<file path="src/rtl/seg_scan_mux.sv">
// rtl/seg_scan_mux.sv - common-anode 7-segment scanner with double-buffered digit codes
// Optional LEADING_ZERO_BLANK_EN: blank leading zero digits (digit0 always shown).
module seg_scan_mux #(
  parameter int NUM_DIGITS = 4,
  parameter int SCAN_DIV   = 100000,
  parameter int BLANK_CYC  = 16
) (
  input  logic                      clk,
  input  logic                      rst_n,
  input  logic                      load,
  input  logic [4*NUM_DIGITS-1:0]   din,
  output logic [3:0]                bin,
  output logic [NUM_DIGITS-1:0]     digit_sel,
  output logic                      frame_done
);

  localparam int PRE_W = $clog2(SCAN_DIV);
  localparam int IDX_W = $clog2(NUM_DIGITS);
  localparam logic [PRE_W-1:0] PRE_LAST  = PRE_W'(SCAN_DIV - 1);
  localparam logic [PRE_W-1:0] BLANK_END = PRE_W'(BLANK_CYC);
  localparam logic [IDX_W-1:0] IDX_LAST  = IDX_W'(NUM_DIGITS - 1);

  logic [PRE_W-1:0]               pre_q, pre_d;
  logic [IDX_W-1:0]               idx_q, idx_d;
  logic                           pending_q, pending_d;
  logic [NUM_DIGITS-1:0][3:0]     shadow_q, shadow_d;
  logic [NUM_DIGITS-1:0][3:0]     active_q, active_d;
  logic [NUM_DIGITS-1:0][3:0]     disp;
  logic [3:0]                     bin_q, bin_d;
  logic [NUM_DIGITS-1:0]          sel_q, sel_d;
  logic                           frame_done_q, frame_done_d;
  logic                           pre_wrap, boundary;

  assign pre_wrap = (pre_q == PRE_LAST);
  assign boundary = pre_wrap && (idx_q == IDX_LAST);

`ifdef LEADING_ZERO_BLANK_EN
  logic lead;
  // Walk from the most significant digit; zeros stay blank until a non-zero is seen.
  always_comb begin
    disp = active_q;
    lead = 1'b1;
    for (int i = NUM_DIGITS - 1; i >= 0; i--) begin
      if (lead && (i != 0) && (active_q[i] == 4'h0)) disp[i] = 4'hF;
      if (active_q[i] != 4'h0) lead = 1'b0;
    end
  end
`else
  assign disp = active_q;
`endif

  always_comb begin
    pre_d     = pre_wrap ? '0 : pre_q + PRE_W'(1);
    idx_d     = idx_q;
    if (pre_wrap) idx_d = (idx_q == IDX_LAST) ? '0 : idx_q + IDX_W'(1);

    shadow_d  = shadow_q;
    active_d  = active_q;
    pending_d = pending_q;
    // A load landing on the boundary bypasses the shadow so the next frame is never stale.
    if (load) begin
      shadow_d = din;
      if (boundary) begin
        active_d  = din;
        pending_d = 1'b0;
      end else begin
        pending_d = 1'b1;
      end
    end else if (boundary && pending_q) begin
      active_d  = shadow_q;
      pending_d = 1'b0;
    end

    if (pre_q < BLANK_END) begin
      sel_d = '1;
      bin_d = 4'hF;
    end else begin
      sel_d = ~(NUM_DIGITS'(1) << idx_q);
      bin_d = disp[idx_q];
    end
    frame_done_d = boundary;
  end

  always_ff @(posedge clk) begin
    if (!rst_n) begin
      pre_q        <= '0;
      idx_q        <= '0;
      pending_q    <= 1'b0;
      shadow_q     <= '1;
      active_q     <= '1;
      bin_q        <= 4'hF;
      sel_q        <= '1;
      frame_done_q <= 1'b0;
    end else begin
      pre_q        <= pre_d;
      idx_q        <= idx_d;
      pending_q    <= pending_d;
      shadow_q     <= shadow_d;
      active_q     <= active_d;
      bin_q        <= bin_d;
      sel_q        <= sel_d;
      frame_done_q <= frame_done_d;
    end
  end

  assign bin        = bin_q;
  assign digit_sel  = sel_q;
  assign frame_done = frame_done_q;

endmodule

</file>
<file path="config.mk">
export PLATFORM = sky130hd
export DESIGN_NAME = seg_scan_mux
export DESIGN_NICKNAME = d
export VERILOG_FILES = /design/src/rtl/seg_scan_mux.sv
export SDC_FILE = /design/constraint.sdc
export NUM_CORES = 1
export LEC_CHECK = 0
export CELL_PAD_IN_SITES_DETAIL_PLACEMENT = 0
export CELL_PAD_IN_SITES_GLOBAL_PLACEMENT = 1
export CORE_ASPECT_RATIO = 1.4
export CORE_UTILIZATION = 35
export CTS_CLUSTER_SIZE = 20
export DETAILED_ROUTE_END_ITERATION = 6
export PLACE_DENSITY_LB_ADDON = 0.1
export SLEW_MARGIN = 20
export SYNTH_ARGS = -nofsm -noshare
export SYNTH_HDL_FRONTEND = slang
export SYNTH_SLANG_ARGS = --single-unit
export TNS_END_PERCENT = 10
</file>
<file path="constraint.sdc">
create_clock -name clk -period 5.45 [get_ports clk]
set_input_delay 1.635 -clock clk [delete_from_list [all_inputs] [get_ports clk]]
set_output_delay 1.635 -clock clk [all_outputs]
set_load 0.05 [all_outputs]
</file>
==> run_results.csv, run 1 <==
group,metric,value,unit
final_layout,postLayoutCoreUtil,44.1,%
global_route,grt.total_usage,14.9,%
floorplanning,dieArea,0.00765,mm²
global_route,grt_antenna_before_repair,0,
timing,fin_skew,7.70,ps
timing,finalSetupViolCount,0,
setup_path,crit_buf_inv,2,
synth,yosysSeqAreaShare,47.8,%
timing,rsz0062_at_grt,"no",
setup_path,max_stage_delay,660,ps
synth,synth_area_per_cell,10.9,µm²
floorplanning,io_pins,28,
timing,maxSlewHeadroom,50.1,%
synth,synth_fp_nets,259,
final_layout,drive_gt1_share,15.9,%
setup_path,cp-start-kind,"input pin",
final_layout,insertedDiodeCount,0,
timing,clock.fmax,321,MHz
detailed_routing,wl_per_cell,13.3,µm
detailed_routing,drtIter0Drc,56,
synth,synth_edf_count,0,
final_layout,nets,290,
floorplanning,die_h,103,µm
worst_hold_path,hp-class,"flop to flop",
cts,clk_pin_slew_worst_paths,70,ps
detailed_routing,drtPass1Iterations,4,
synth,async_flop_share,0,%
timing,min_period,3110,ps
power_and_ir_drop,power.density,288,mW/mm²
detailed_routing,routed_wl,4860,µm
cts,root_buffer,"clkbuf_8",
cts,ctsResizeCount,0,
placement,dpl.hpwl,3270,µm
setup_path,critPathCaptureType,"flop",
cts,htree_levels,3,
global_route,grt_overflow,0,
power_and_ir_drop,leakagePower,1.17,nW
setup_path,crit_arrival,3340,ps
synth,synth_warnings,0,
timing,holdWs,467,ps
run,maxCapViolations,0,
synth,syn-cell-area,0.00255,mm²
global_route,grt_max_degree,22,
floorplanning,row_count,36,
placement,port_buffers,27,
synth,synth.distinct_cells,35,
cts,cts_tree,"yes",
setup_path,cpMaxStageDelayCell,"o2111ai_4",
outcome,status,"finished clean",
cts,clk_latency,340,ps
worst_hold_path,min_from,"pre_q[0]$_SDFF_PP0_",
timing,slew_violations,0,
setup_path,cp.required,5680,ps
cts,cts_setup_buffers,0,
floorplanning,die_x,74.2,µm
timing,setup-tns-final,0,ps
final_layout,areaGrowthSynthToFinish,21.4,%
synth,ys_dominant_reg_cell,"dfxtp_1",
setup_path,reg2reg_from,"pre_q[0]$_SDFF_PP0_",
setup_path,critPathLaunch,"load",
power_and_ir_drop,peakVddDrop,0.166,mV
global_route,grt_pass1_vias,1744,
floorplanning,start_util,36.3,%
synth,synth-seq-cells,61,
setup_path,crit_type,"input pin to flop",
detailed_routing,viasPerCell,4.64,
global_route,grt_pass1_wl,8180,µm
cts,hold_buffers,0,
setup_path,critPathTopFamily,"compound AO/OA/AOI/OAI gates",
timing,finalCritPeriodShare,57.1,%
final_layout,stdcell_count,366,
placement,gp_congestion,0.715,
setup_path,worstPathMaxFanout,18,
timing,final_hold_viol_count,0,
placement,dp_cells,350,
synth,syn_inst,235,
floorplanning,fp.coreArea,0.00703,mm²
cts,clockBufferDepth,2,
detailed_routing,ant_nets,0,
cts,clock_sinks,61,
cts,cts_buffers,9,
detailed_routing,drc,0,
setup_path,path_cells,"clkdlybuf4s50_1, buf_4, o2111ai_4, mux2_2",
timing,tightest_slew,748,ps
final_layout,fill_cells,713,
detailed_routing,num_vias,1699,
==> state kept, by name, indices dropped and copies added, names as in the netlist <==
name,flops
pending_q,1
bin,4
frame_done,1
idx_q,2
shadow_q,16
active_q,16
digit_sel,4
pre_q,17
==> through the flow <==
step	area, µm²	power (mW)	setup WS [ps]
global placement	2910	0.511	1950
CTS	3100	0.908	2320
finish	3100	0.893	2340
global route	3100	0.935	2250
detailed placement	2910	0.511	1950
floorplan	2550	0.492	2650
==> path summary, 6_finish.rpt <==
kind / endpoint / slack [ps] / cells after the start
setup / recovery: active_q[10]$_SDFFE_PN1P_ / 2340 / 4
setup reg to reg: pre_q[4]$_SDFF_PP0_ / 3180 / 5
hold / removal: pre_q[0]$_SDFF_PP0_ / 470 / 1
hold reg to reg: pre_q[0]$_SDFF_PP0_ / 470 / 1
==> cell type report <==
type                       count  area [µm²]  share of cell area, %
multi-input combinational    161        1270                   40.9
clock inverter                 4        47.5                   1.53
clock buffer                  12         145                   4.68
inverter                       4        15.0                  0.484
sequential                    61        1220                   39.4
tap                           95         119                   3.84
timing repair buffer          29         285                   9.20
==> power by group <==
| group | switching (mW) | total (mW) | internal [mW] |
|---|---|---|---|
| combinational | 0.0189 | 0.0406 | 0.0217 |
| clock | 0.170 | 0.393 | 0.222 |
| sequential | 0.00432 | 0.460 | 0.455 |
==> cells by family (layout without fill, tap and decap cells) <==
group | after synthesis | after routing | synth area share (%)
muxes | 36 | 36 | 18.3
AOI/OAI and AO/OA | 11 | 11 | 3.68
buffers and inverters | 13 | 49 | 2.60
xor gates and xnor gates | 14 | 14 | 4.80
adders and majority gates | 5 | 5 | 2.45
and+or+nand+nor | 95 | 95 | 20.3
DFF | 61 | 61 | 47.8
==> synth_stat cells (4+ instances only) <==
cell type,number,area [µm²]
mux2i_1,16,160
dfxtp_1,61,1220
nand3_1,5,25.0
nor3_1,4,20.0
ha_1,5,62.6
nand2b_1,20,125
xor2_1,4,35.0
inv_1,4,15.0
mux4_2,4,90.1
mux2_4,10,150
nand2_1,26,97.6
nor4_1,6,37.5
clkbuf_1,5,18.8
mux2_2,6,67.6
xnor2_1,10,87.6
nor2_1,18,67.6
==> layer usage <==
metal	GRT usage, %	share of wire [%]	vias to the layer above
met3	4.50	3.0	10
li1	-	-	870
met2	24.4	49	22
met4	9.32	2.3	0
met1	16.6	46	797
met5	0	0	-
==> placed cells by master, fill, tap and decap left out, drive strengths merged <==
master | netlist | final
and3 | 2 | 2
or3 | 2 | 2
a21oi | 3 | 3
dfxtp | 61 | 61
o2111ai | 1 | 1
mux2 | 16 | 16
clkbuf | 5 | 12
nor4 | 7 | 7
nor2 | 18 | 18
nand2b | 20 | 20
nand2 | 26 | 26
clkinvlp | 0 | 1
inv | 4 | 4
xnor2 | 10 | 10
buf | 4 | 2
bufinv | 0 | 1
o31ai | 1 | 1
or4 | 3 | 3
o41a | 1 | 1
o21a | 1 | 1
ha | 5 | 5
a21boi | 1 | 1
mux4 | 4 | 4
nor3 | 4 | 4
xor2 | 4 | 4
clkinv | 0 | 2
o21ai | 3 | 3
nand3 | 7 | 7
clkdlybuf4s50 | 0 | 27
nand4 | 4 | 4
mux2i | 16 | 16
and2 | 2 | 2
(Power assumes the default switching activity.)
==> run 2: changes to the inputs <==
==> constraint.sdc (replaced) <==
create_clock -name clk -period 2.6 [get_ports clk]
set_input_delay 0.78 -clock clk [delete_from_list [all_inputs] [get_ports clk]]
set_output_delay 0.78 -clock clk [all_outputs]
set_load 0.05 [all_outputs]
==> run 2 against run 1 <==
Against the previous run:
- largest power group is now clock
- sequential share of layout area shrank 1.7 points
- clock skew shrank 1.9 ps
- global-route usage fell by 0.22 points
==> run_results.csv, run 2 (same netlist as run 1, synthesis figures left out) <==
group,metric,value,unit
floorplanning,fp.coreArea,0.00703,mm²
final_layout,drive_gt1_share,18.1,%
timing,fin_skew,5.81,ps
global_route,grt_overflow,0,
global_route,grt_max_degree,17,
worst_hold_path,hp-class,"flop to flop",
run,maxCapViolations,0,
floorplanning,io_pins,28,
power_and_ir_drop,p_clk_share,50.4,%
floorplanning,dieArea,0.00765,mm²
cts,ctsResizeCount,0,
power_and_ir_drop,total_power,2.13,mW
timing,rsz0062_at_grt,"no",
cts,htree_levels,3,
setup_path,critPathCaptureType,"flop",
placement,port_buffers,27,
final_layout,areaGrowthSynthToFinish,26.7,%
global_route,grt_pass1_wl,8080,µm
cts,cts_buffers,9,
final_layout,largest_register_ffs,17,
power_and_ir_drop,p_int,1.72,mW
cts,clk_latency,330,ps
cts,cts_setup_buffers,0,
final_layout,postLayoutCoreUtil,46.0,%
floorplanning,die_x,74.2,µm
cts,root_buffer,"clkbuf_8",
timing,finalSetupViolCount,0,
power_and_ir_drop,seqPwrFrac,45.1,%
detailed_routing,drtPass1Iterations,4,
cts,clk_pin_slew_worst_paths,60,ps
cts,hold_buffers,0,
global_route,grt.total_usage,14.6,%
detailed_routing,drc,0,
final_layout,fill_cells,708,
power_and_ir_drop,power_frac_comb,4.4,%
detailed_routing,ant_nets,0,
cts,clock_sinks,61,
timing,clock.fmax,442,MHz
setup_path,cp.required,2790,ps
timing,tightest_slew,739,ps
cts,clockBufferDepth,2,
global_route,grt_pass1_vias,1711,
final_layout,insertedDiodeCount,0,
timing,finalCritPeriodShare,87.0,%
timing,min_period,2260,ps
final_layout,reg_top3,"pre_q x17, active_q x16, shadow_q x16",
placement,gp_congestion,0.725,
placement,dpl.hpwl,3380,µm
global_route,grt_antenna_before_repair,0,
outcome,status,"finished clean",
setup_path,crit_type,"flop to flop",
cts,cts_tree,"yes",
timing,maxSlewHeadroom,50.7,%
detailed_routing,viasPerCell,4.62,
timing,slew_violations,0,
floorplanning,start_util,36.3,%
power_and_ir_drop,peakVddDrop,0.272,mV
power_and_ir_drop,power.density,659,mW/mm²
final_layout,regMostFlops,"pre_q",
setup_path,worstPathMaxFanout,16,
setup_path,crit_arrival,2450,ps
power_and_ir_drop,p_sw,0.409,mW
setup_path,r2r_setup_slack,340,ps
detailed_routing,num_vias,1718,
detailed_routing,drtIter0Drc,55,
final_layout,final_cell_mix,"dfxtp_1 (61), clkdlybuf4s50_1 (27), nand2_1 (26)",
floorplanning,row_count,36,
final_layout,nets,296,
final_layout,final_common_cell,"dfxtp_1",
timing,setup-tns-final,0,ps
power_and_ir_drop,leakagePower,1.24,nW
detailed_routing,wl_per_cell,13.0,µm
power_and_ir_drop,swShare,19.2,%
setup_path,cp-start-kind,"flop",
timing,final_hold_viol_count,0,
detailed_routing,routed_wl,4840,µm
floorplanning,die_h,103,µm
run 2: cell count changes in the layout (fill, tap and decap cells not counted), sizes merged:
cell,change
clkbuf,+1
clkinv,-2
bufinv,+2
buf,+6
clkinvlp,-1
run 2: area by class of cell:
class	instances	area, µm²	share of cell area, %
timing repair buffer	35	355	11.0
tap	95	119	3.67
clock buffer	13	169	5.22
clock inverter	3	90.1	2.78
multi-input combinational	161	1270	39.1
sequential	61	1220	37.7
inverter	4	15.0	0.464
run 2: stage by stage:
| stage | setup slack (ps) | instances | hold WS (ps) | instance area, µm² |
|---|---|---|---|---|
| CTS | 290 | 372 | 466 | 3240 |
| finish | 337 | 372 | 460 | 3240 |
| floorplan | 652 | 235 | 429 | 2550 |
| global route | 164 | 372 | 482 | 3240 |
| global placement | 264 | 356 | 445 | 2980 |
| detailed placement | 269 | 356 | 449 | 2980 |
run 2: power by group through the flow:
stage	clock (mW)	sequential [mW]	combinational, mW
floorplan	0	0.982	0.0494
global placement	0	0.983	0.0962
finish	1.08	0.962	0.0946
global route	1.14	0.963	0.105
CTS	1.11	0.961	0.0964
detailed placement	0	0.983	0.0957
run 2: worst max-delay path, stage by stage, from the launching register on:
cell and delay (ps):
dfxtp_1 370, ha_1 290, nand3_2 160, or4_1 590, o21ai_2 610, nor2_1 110
run 2: worst paths after layout:
kind	startpoint	endpoint	depth (start not counted)
setup / recovery	pre_q[0]$_SDFF_PP0_	pre_q[4]$_SDFF_PP0_	5
setup reg to reg	pre_q[0]$_SDFF_PP0_	pre_q[4]$_SDFF_PP0_	5
hold reg to reg	pre_q[0]$_SDFF_PP0_	pre_q[0]$_SDFF_PP0_	1
hold / removal	pre_q[0]$_SDFF_PP0_	pre_q[0]$_SDFF_PP0_	1
run 2: layer usage:
layer / part of all wire, % / vias to the layer above / GRT usage (%)
met1: 45 / 803 / 16.5
li1: - / 884 / -
met5: 0 / - / 0
met2: 50 / 23 / 24.5
met4: 2.0 / 0 / 8.88
met3: 2.8 / 8 / 3.62
==> run 3: changes to the inputs <==
--- a/config.mk
+++ b/config.mk
@@ -16,4 +16,3 @@
 export SYNTH_ARGS = -nofsm -noshare
 export SYNTH_HDL_FRONTEND = slang
 export SYNTH_SLANG_ARGS = --single-unit
-export TNS_END_PERCENT = 10
==> results of run 3 <==
Same layout as run 2: the final DEF is identical, and so are final timing and power.
